--- src/rtl/usram_triport_ctrl.sv ---
// ----------------------------------------------------------------------------
// usram_triport_ctrl
//   Single-clock micro-SRAM with one write port (W) and two independent read
//   ports (A, B). Read latency is selectable (0/1/2 cycles). Each read port
//   has a valid flag and a same-cycle read/write collision flag. A clear
//   state machine zero-fills the array after reset and on request.
//
// Ports
//   clk, rst                   single clock, asynchronous active-high reset
//   init_req / init_busy       clear request (honoured in READY) / clearing
//   wen, waddr, wdata          write port
//   aren, araddr -> ardata, arvalid, a_collision   read port A
//   bren, braddr -> brdata, brvalid, b_collision   read port B
//   access_err                 an access was dropped during a clear
// ----------------------------------------------------------------------------
package USRAM_package;
   typedef enum logic [2:0] {RAM64x18, RAM128x9, RAM256x4, RAM512x2, RAM1Kx1} mode_type;

   function automatic int data_width_fn(mode_type m);
      case (m)
         RAM64x18: return 18;
         RAM128x9: return 9;
         RAM256x4: return 4;
         RAM512x2: return 2;
         default:  return 1;
      endcase
   endfunction

   function automatic int addr_depth_fn(mode_type m);
      case (m)
         RAM64x18: return 64;
         RAM128x9: return 128;
         RAM256x4: return 256;
         RAM512x2: return 512;
         default:  return 1024;
      endcase
   endfunction
endpackage

module usram_triport_ctrl
   import USRAM_package::*;
#(
   parameter mode_type MODE          = RAM64x18,
   parameter int       DATA_WIDTH    = data_width_fn(MODE),
   parameter int       ADDR_DEPTH    = addr_depth_fn(MODE),
   parameter int       ADDR_WIDTH    = $clog2(ADDR_DEPTH),
   parameter int       READ_PIPE     = 1,
   parameter bit       INIT_ON_RESET = 1'b1
) (
   input  logic                  clk,
   input  logic                  rst,
   input  logic                  init_req,
   output logic                  init_busy,
   input  logic                  wen,
   input  logic [ADDR_WIDTH-1:0] waddr,
   input  logic [DATA_WIDTH-1:0] wdata,
   input  logic                  aren,
   input  logic [ADDR_WIDTH-1:0] araddr,
   output logic [DATA_WIDTH-1:0] ardata,
   output logic                  arvalid,
   output logic                  a_collision,
   input  logic                  bren,
   input  logic [ADDR_WIDTH-1:0] braddr,
   output logic [DATA_WIDTH-1:0] brdata,
   output logic                  brvalid,
   output logic                  b_collision,
   output logic                  access_err
);

   typedef enum logic {ST_CLEAR, ST_READY} state_t;

   state_t                state_q, state_d;
   logic [ADDR_WIDTH-1:0] cnt_q, cnt_d;
   logic                  clearing;

   // ---------------- clear state machine ----------------
   always_comb begin
      // NOTE: every always_comb output gets a default first so no latch is inferred.
      state_d = state_q;
      cnt_d   = cnt_q;
      case (state_q)
         ST_CLEAR: begin
            cnt_d = cnt_q + ADDR_WIDTH'(1);
            if (cnt_q == ADDR_WIDTH'(ADDR_DEPTH - 1)) begin
               state_d = ST_READY;
               cnt_d   = '0;
            end
         end
         default: begin
            if (init_req) begin
               state_d = ST_CLEAR;
               cnt_d   = '0;
            end
         end
      endcase
   end

   // NOTE: sequential state uses non-blocking assignments so every flop samples pre-edge values.
   always_ff @(posedge clk or posedge rst) begin
      if (rst) begin
         state_q <= INIT_ON_RESET ? ST_CLEAR : ST_READY;
         cnt_q   <= '0;
      end else begin
         state_q <= state_d;
         cnt_q   <= cnt_d;
      end
   end

   assign clearing  = (state_q == ST_CLEAR);
   assign init_busy = clearing;

   // ---------------- storage array ----------------
   logic [DATA_WIDTH-1:0] mem [ADDR_DEPTH];
   logic                  mem_we;
   logic [ADDR_WIDTH-1:0] mem_waddr;
   logic [DATA_WIDTH-1:0] mem_wdata;

   // The clear engine owns the write port while clearing; user writes are dropped.
   always_comb begin
      mem_we    = clearing | wen;
      mem_waddr = clearing ? cnt_q : waddr;
      mem_wdata = clearing ? '0 : wdata;
   end

   // NOTE: the array has no reset; it is zeroed by the clear state machine instead.
   always_ff @(posedge clk) begin
      if (mem_we) mem[mem_waddr] <= mem_wdata;
   end

   // ---------------- read ports (index 0 = A, 1 = B) ----------------
   logic [1:0]            rd_en, rd_issue, rd_col;
   logic [ADDR_WIDTH-1:0] rd_addr  [2];
   logic [DATA_WIDTH-1:0] rd_mem   [2];
   logic [DATA_WIDTH-1:0] out_data [2];
   logic [1:0]            out_valid, out_col;

   // First data stage; with READ_PIPE = 0 it only holds the last returned word.
   logic [DATA_WIDTH-1:0] s1_data_q [2];
   logic [DATA_WIDTH-1:0] s1_data_d [2];

   always_comb begin
      rd_en      = {bren, aren};
      rd_addr[0] = araddr;
      rd_addr[1] = braddr;
      for (int p = 0; p < 2; p++) begin
         rd_issue[p]  = ~clearing & rd_en[p];
         // Same-cycle write to the read address; the read sees pre-write data.
         rd_col[p]    = rd_issue[p] & wen & (waddr == rd_addr[p]);
         rd_mem[p]    = mem[rd_addr[p]];
         s1_data_d[p] = rd_issue[p] ? rd_mem[p] : s1_data_q[p];
      end
   end

   always_ff @(posedge clk or posedge rst) begin
      if (rst) begin
         s1_data_q[0] <= '0;
         s1_data_q[1] <= '0;
      end else begin
         s1_data_q[0] <= s1_data_d[0];
         s1_data_q[1] <= s1_data_d[1];
      end
   end

   if (READ_PIPE == 0) begin : g_pipe0
      always_comb begin
         for (int p = 0; p < 2; p++) begin
            out_data[p] = rd_issue[p] ? rd_mem[p] : s1_data_q[p];
         end
         out_valid = rd_issue;
         out_col   = rd_col;
      end
   end else begin : g_pipe_sync
      logic [1:0] s1_valid_q, s1_valid_d, s1_col_q, s1_col_d;

      always_comb begin
         s1_valid_d = rd_issue;
         s1_col_d   = rd_col;
      end

      always_ff @(posedge clk or posedge rst) begin
         if (rst) begin
            s1_valid_q <= '0;
            s1_col_q   <= '0;
         end else begin
            s1_valid_q <= s1_valid_d;
            s1_col_q   <= s1_col_d;
         end
      end

      if (READ_PIPE == 1) begin : g_pipe1
         always_comb begin
            out_data  = s1_data_q;
            out_valid = s1_valid_q;
            out_col   = s1_col_q;
         end
      end else begin : g_pipe2
         logic [DATA_WIDTH-1:0] s2_data_q [2];
         logic [DATA_WIDTH-1:0] s2_data_d [2];
         logic [1:0]            s2_valid_q, s2_valid_d, s2_col_q, s2_col_d;

         always_comb begin
            for (int p = 0; p < 2; p++) begin
               s2_data_d[p] = s1_valid_q[p] ? s1_data_q[p] : s2_data_q[p];
            end
            s2_valid_d = s1_valid_q;
            s2_col_d   = s1_col_q;
         end

         always_ff @(posedge clk or posedge rst) begin
            if (rst) begin
               s2_data_q[0] <= '0;
               s2_data_q[1] <= '0;
               s2_valid_q   <= '0;
               s2_col_q     <= '0;
            end else begin
               s2_data_q[0] <= s2_data_d[0];
               s2_data_q[1] <= s2_data_d[1];
               s2_valid_q   <= s2_valid_d;
               s2_col_q     <= s2_col_d;
            end
         end

         always_comb begin
            out_data  = s2_data_q;
            out_valid = s2_valid_q;
            out_col   = s2_col_q;
         end
      end
   end

   assign ardata      = out_data[0];
   assign arvalid     = out_valid[0];
   assign a_collision = out_col[0];
   assign brdata      = out_data[1];
   assign brvalid     = out_valid[1];
   assign b_collision = out_col[1];

   // ---------------- dropped-access flag ----------------
   logic wr_drop, rd_drop, err_q, err_d;

   // With a combinational read path a dropped read is flagged in the same
   // cycle; anything involving a dropped write is flagged one cycle later.
   always_comb begin
      wr_drop = clearing & wen;
      rd_drop = clearing & (aren | bren);
      err_d   = wr_drop | (rd_drop & (READ_PIPE != 0));
      access_err = err_q | ((READ_PIPE == 0) & rd_drop & ~wr_drop);
   end

   always_ff @(posedge clk or posedge rst) begin
      if (rst) err_q <= 1'b0;
      else     err_q <= err_d;
   end

endmodule

--- config.mk ---
export PLATFORM = sky130hd
export DESIGN_NAME = usram_triport_ctrl
export DESIGN_NICKNAME = d
export VERILOG_FILES = /design/src/rtl/usram_triport_ctrl.sv
export SDC_FILE = /design/constraint.sdc
export NUM_CORES = 1
export LEC_CHECK = 0
export CORE_MARGIN = 5
export CORE_UTILIZATION = 46
export CTS_CLUSTER_DIAMETER = 80
export DETAILED_ROUTE_END_ITERATION = 8
export GPL_TIMING_DRIVEN = 0
export SLEW_MARGIN = 10
export SYNTH_ARGS = -nofsm -noshare
export SYNTH_HDL_FRONTEND = slang
export SYNTH_SLANG_ARGS = --single-unit
--- constraint.sdc ---
create_clock -name clk -period 3.1 [get_ports clk]
set_clock_uncertainty 0.1 [all_clocks]
set_input_delay 0.93 -clock clk [delete_from_list [all_inputs] [get_ports clk]]
set_output_delay 0.93 -clock clk [all_outputs]
set_load 0.02 [all_outputs]
==> metrics.txt <==
Setup crit end kind register; Seq/Total Area, Yosys around two thirds; clk sinks between 1000 and 1500; post-synth top area share 62.7%; status finished with violations; Routed Antenna Nets 0; Final Hold Vio Count 0; IO Port Bufs 77; register area 35800 um2; top cells by area, synth edfxtp_1 (63%), mux4_2 (18%), mux2i_1 (5.9%); minimum clock period 3.26 ns; Skew-Pair Late Insertion Delay 0.77 ns; RePlAce Congestion 0.952; total routed wirelength 195000 um; initial antenna violation count 15; Max Cap Viol 0; # rows 127; total die area 127000 um2; Ports 84; Worst Path Max Fanout 10; Nets between 3000 and 4000; H-Tree Depth 4; Post-Syn Area 55100 um2; placed inst area 59200 um2; Num CTS Buffers approximately 130; Critical Path AT 3.80 ns; Avg Cell Area, Syn 18.5 um2; Compound-Gate Fraction of Synth Area 5.67%; Setup CP Type in2reg; Synthesis Warnings 0; Slew HR 9.48%; R2R Path Start state_q; CTS Hold Bufs 0; maximum VDD drop 0.630 mV; Clock transition at path regs around 0.06 ns; WL/cell 38.7 um; syn nets 3026; drt via density 6.87; first-pass GRT wire length approximately 270000 um; cell taking the most area after synthesis edfxtp_1; die height 356 um; FF+latch count, synth 1200; Pleak 0.0216 uW; drt first pass iters 5; largest family of logic cells by synthesized area multiplexers; Cells after Synth 2983; largest net degree at the start of global routing 65; failing checks setup timing; dpl hpwl 135000 um; Total Power 43700 uW; Final period util 105%; area of the multi-input gates 19200 um2; Final Slew Violations 0; Die W between 300 and 400 um; TritonCTS clock tree done; Area Overhead vs Synth 18.2%; Yosys cell types 47; share of cells above drive strength 1 32.7%; final instance area approximately 65000 um2; clock root cell clkbuf_16; initial core utilization 46.1%; launch point of the worst path araddr[2]; PwrDens 670 nW/um2; Setup crit start kind input port; grt total ovfl 0; total number of vias 34600; vias in the first global route 34500; DRC 0; global-route usage over all layers 30.2%; fillers 9235; worst setup margin -0.161 ns; worst-margin pin slew between 1 and 1.5 ns; Bufs on Longest Clock Path 3; Peak Freq 0.307 GHz; WP data required 3.64 ns; XOR/XNOR Fraction of Synth Area less than 1%; mux cell area share after synthesis between 20% and 30%; simple-gate area share of the yosys netlist 3.33%; Core Box Area approximately 120000 um2; Final setup violation count 131; Min-Delay Path Class in2async; RSZ-0062 raised after global routing true; Initial DRC Count 5439; adder and majority gate portion of the synthesized area less than 1%
[cell usage in the layout, fill, tap and decap left out, types with 29 or more instances in the layout]
| cell type | Yosys | layout |
|---|---|---|
| a211oi_1 | 68 | 49 |
| clkdlybuf4s50_1 | 0 | 74 |
| a22oi_1 | 216 | 187 |
| buf_2 | 85 | 59 |
| clkbuf_2 | 0 | 38 |
| dfrtp_1 | 48 | 48 |
| edfxtp_1 | 1152 | 1152 |
| or3_1 | 37 | 36 |
| o22ai_1 | 75 | 61 |
| nand4_1 | 37 | 37 |
| buf_4 | 14 | 74 |
| clkbuf_1 | 93 | 66 |
| a221o_1 | 36 | 36 |
| mux4_2 | 431 | 431 |
| nor2_4 | 0 | 55 |
| nand3_1 | 78 | 78 |
| buf_8 | 0 | 45 |
| clkbuf_16 | 0 | 135 |
| buf_12 | 2 | 29 |
| a22oi_2 | 0 | 29 |
| mux2i_1 | 325 | 315 |
[metrics by stage]
step,instances,setup TNS [ns],setup WS (ns),utilization (%),hold slack [ns]
floorplan,2983,0,0.160,-,0.421
global placement,4672,-3423.09,-2.39,48.5,0.490
detailed placement,4730,-973.81,-2.48,49.6,0.493
CTS,5002,-209.55,-0.438,54.2,0.350
global route,5022,-26.87,-0.173,54.5,0.391
finish,5031,-6.15,-0.161,54.6,0.372
[critical path, cell delays in order]
cell           delay, ns
dlygate4sd2_1       0.38
buf_12              0.23
buf_4               0.25
clkbuf_4            0.32
mux4_2              0.35
a22oi_1             0.43
nand4_1             0.42
a221o_1             0.44
[area by class of cell]
class,count,share of cell area [%]
buffer,226,2.30
clock inverter,71,1.07
antenna,9,0.0345
timing repair buffer,187,3.65
multi-input combinational,1552,29.4
tap,1612,3.09
sequential,1200,54.9
inverter,7,0.0441
clock buffer,167,5.47
[cells in the mapped netlist (all sizes together)]
library cell and number:
nand4 37, edfxtp 1152, o21a 2, a221o 36, o2bb2ai 3, o22ai 75, and2 37, mux4 432
nand2 34, and3b 2, or3 37, a21oi 2, xnor2 2, and3 2, xor2 12, dfrtp 48
o32a 1, nand3 78, a21o 2, a31oi 1, a21boi 1, nor2b 24, o21ai 8, nand2b 2
a211oi 68, mux2i 325, o32ai 2, mux2 3, a22oi 216, inv 7, nor3 3, clkbuf 93
ha 1, or3b 4, buf 139, nor3b 4, nand3b 3, nor2 79, o31ai 2, nor4 4
[power breakdown]
group	internal, uW	switching, uW
clock	9100	6590
sequential	19500	948
combinational	2650	4950
total	31200	12500
[kinds of logic after synthesis]
logic type      count (synthesis)
flops                        1200
mux                           760
compound gates                419
simple gates                  350
buf+inv                       239
xor+xnor                       14
fa+ha+maj                       1
[what timing repair did]
item,CTS,global route
gates resized for setup,254,71
setup endpoints to repair,1490,2005
buffers inserted,36,16
pin swaps,38,13
cloned,3,5
[per-layer routing]
layer  global-route usage [%]  wire length, um
met1                     41.9            72900
met2                     45.6            87100
met3                     10.5            27000
met5                        0               31
met4                     9.41             7830
[flip-flops by register name, indices dropped and copies added, names as in the netlist]
name,cells
cnt_q,6
g_pipe_sync.s1_valid_q,2
mem,1152
access_err,1
state_q,1
ardata,18
brdata,18
g_pipe_sync.s1_col_q,2
[final timing paths]
check,to,slack (ns),cells after the start
hold / removal,g_pipe_sync.s1_col_q[1],0.37,2
hold reg to reg,cnt_q[0],0.52,1
max in group asynchronous,ardata[9],1.99,3
setup / recovery,ardata[5],-0.16,8
min in group clk,cnt_q[0],0.52,1
setup reg to reg,mem[47][9],-0.05,6
No activity file was read; power rests on OpenSTA's default activity.
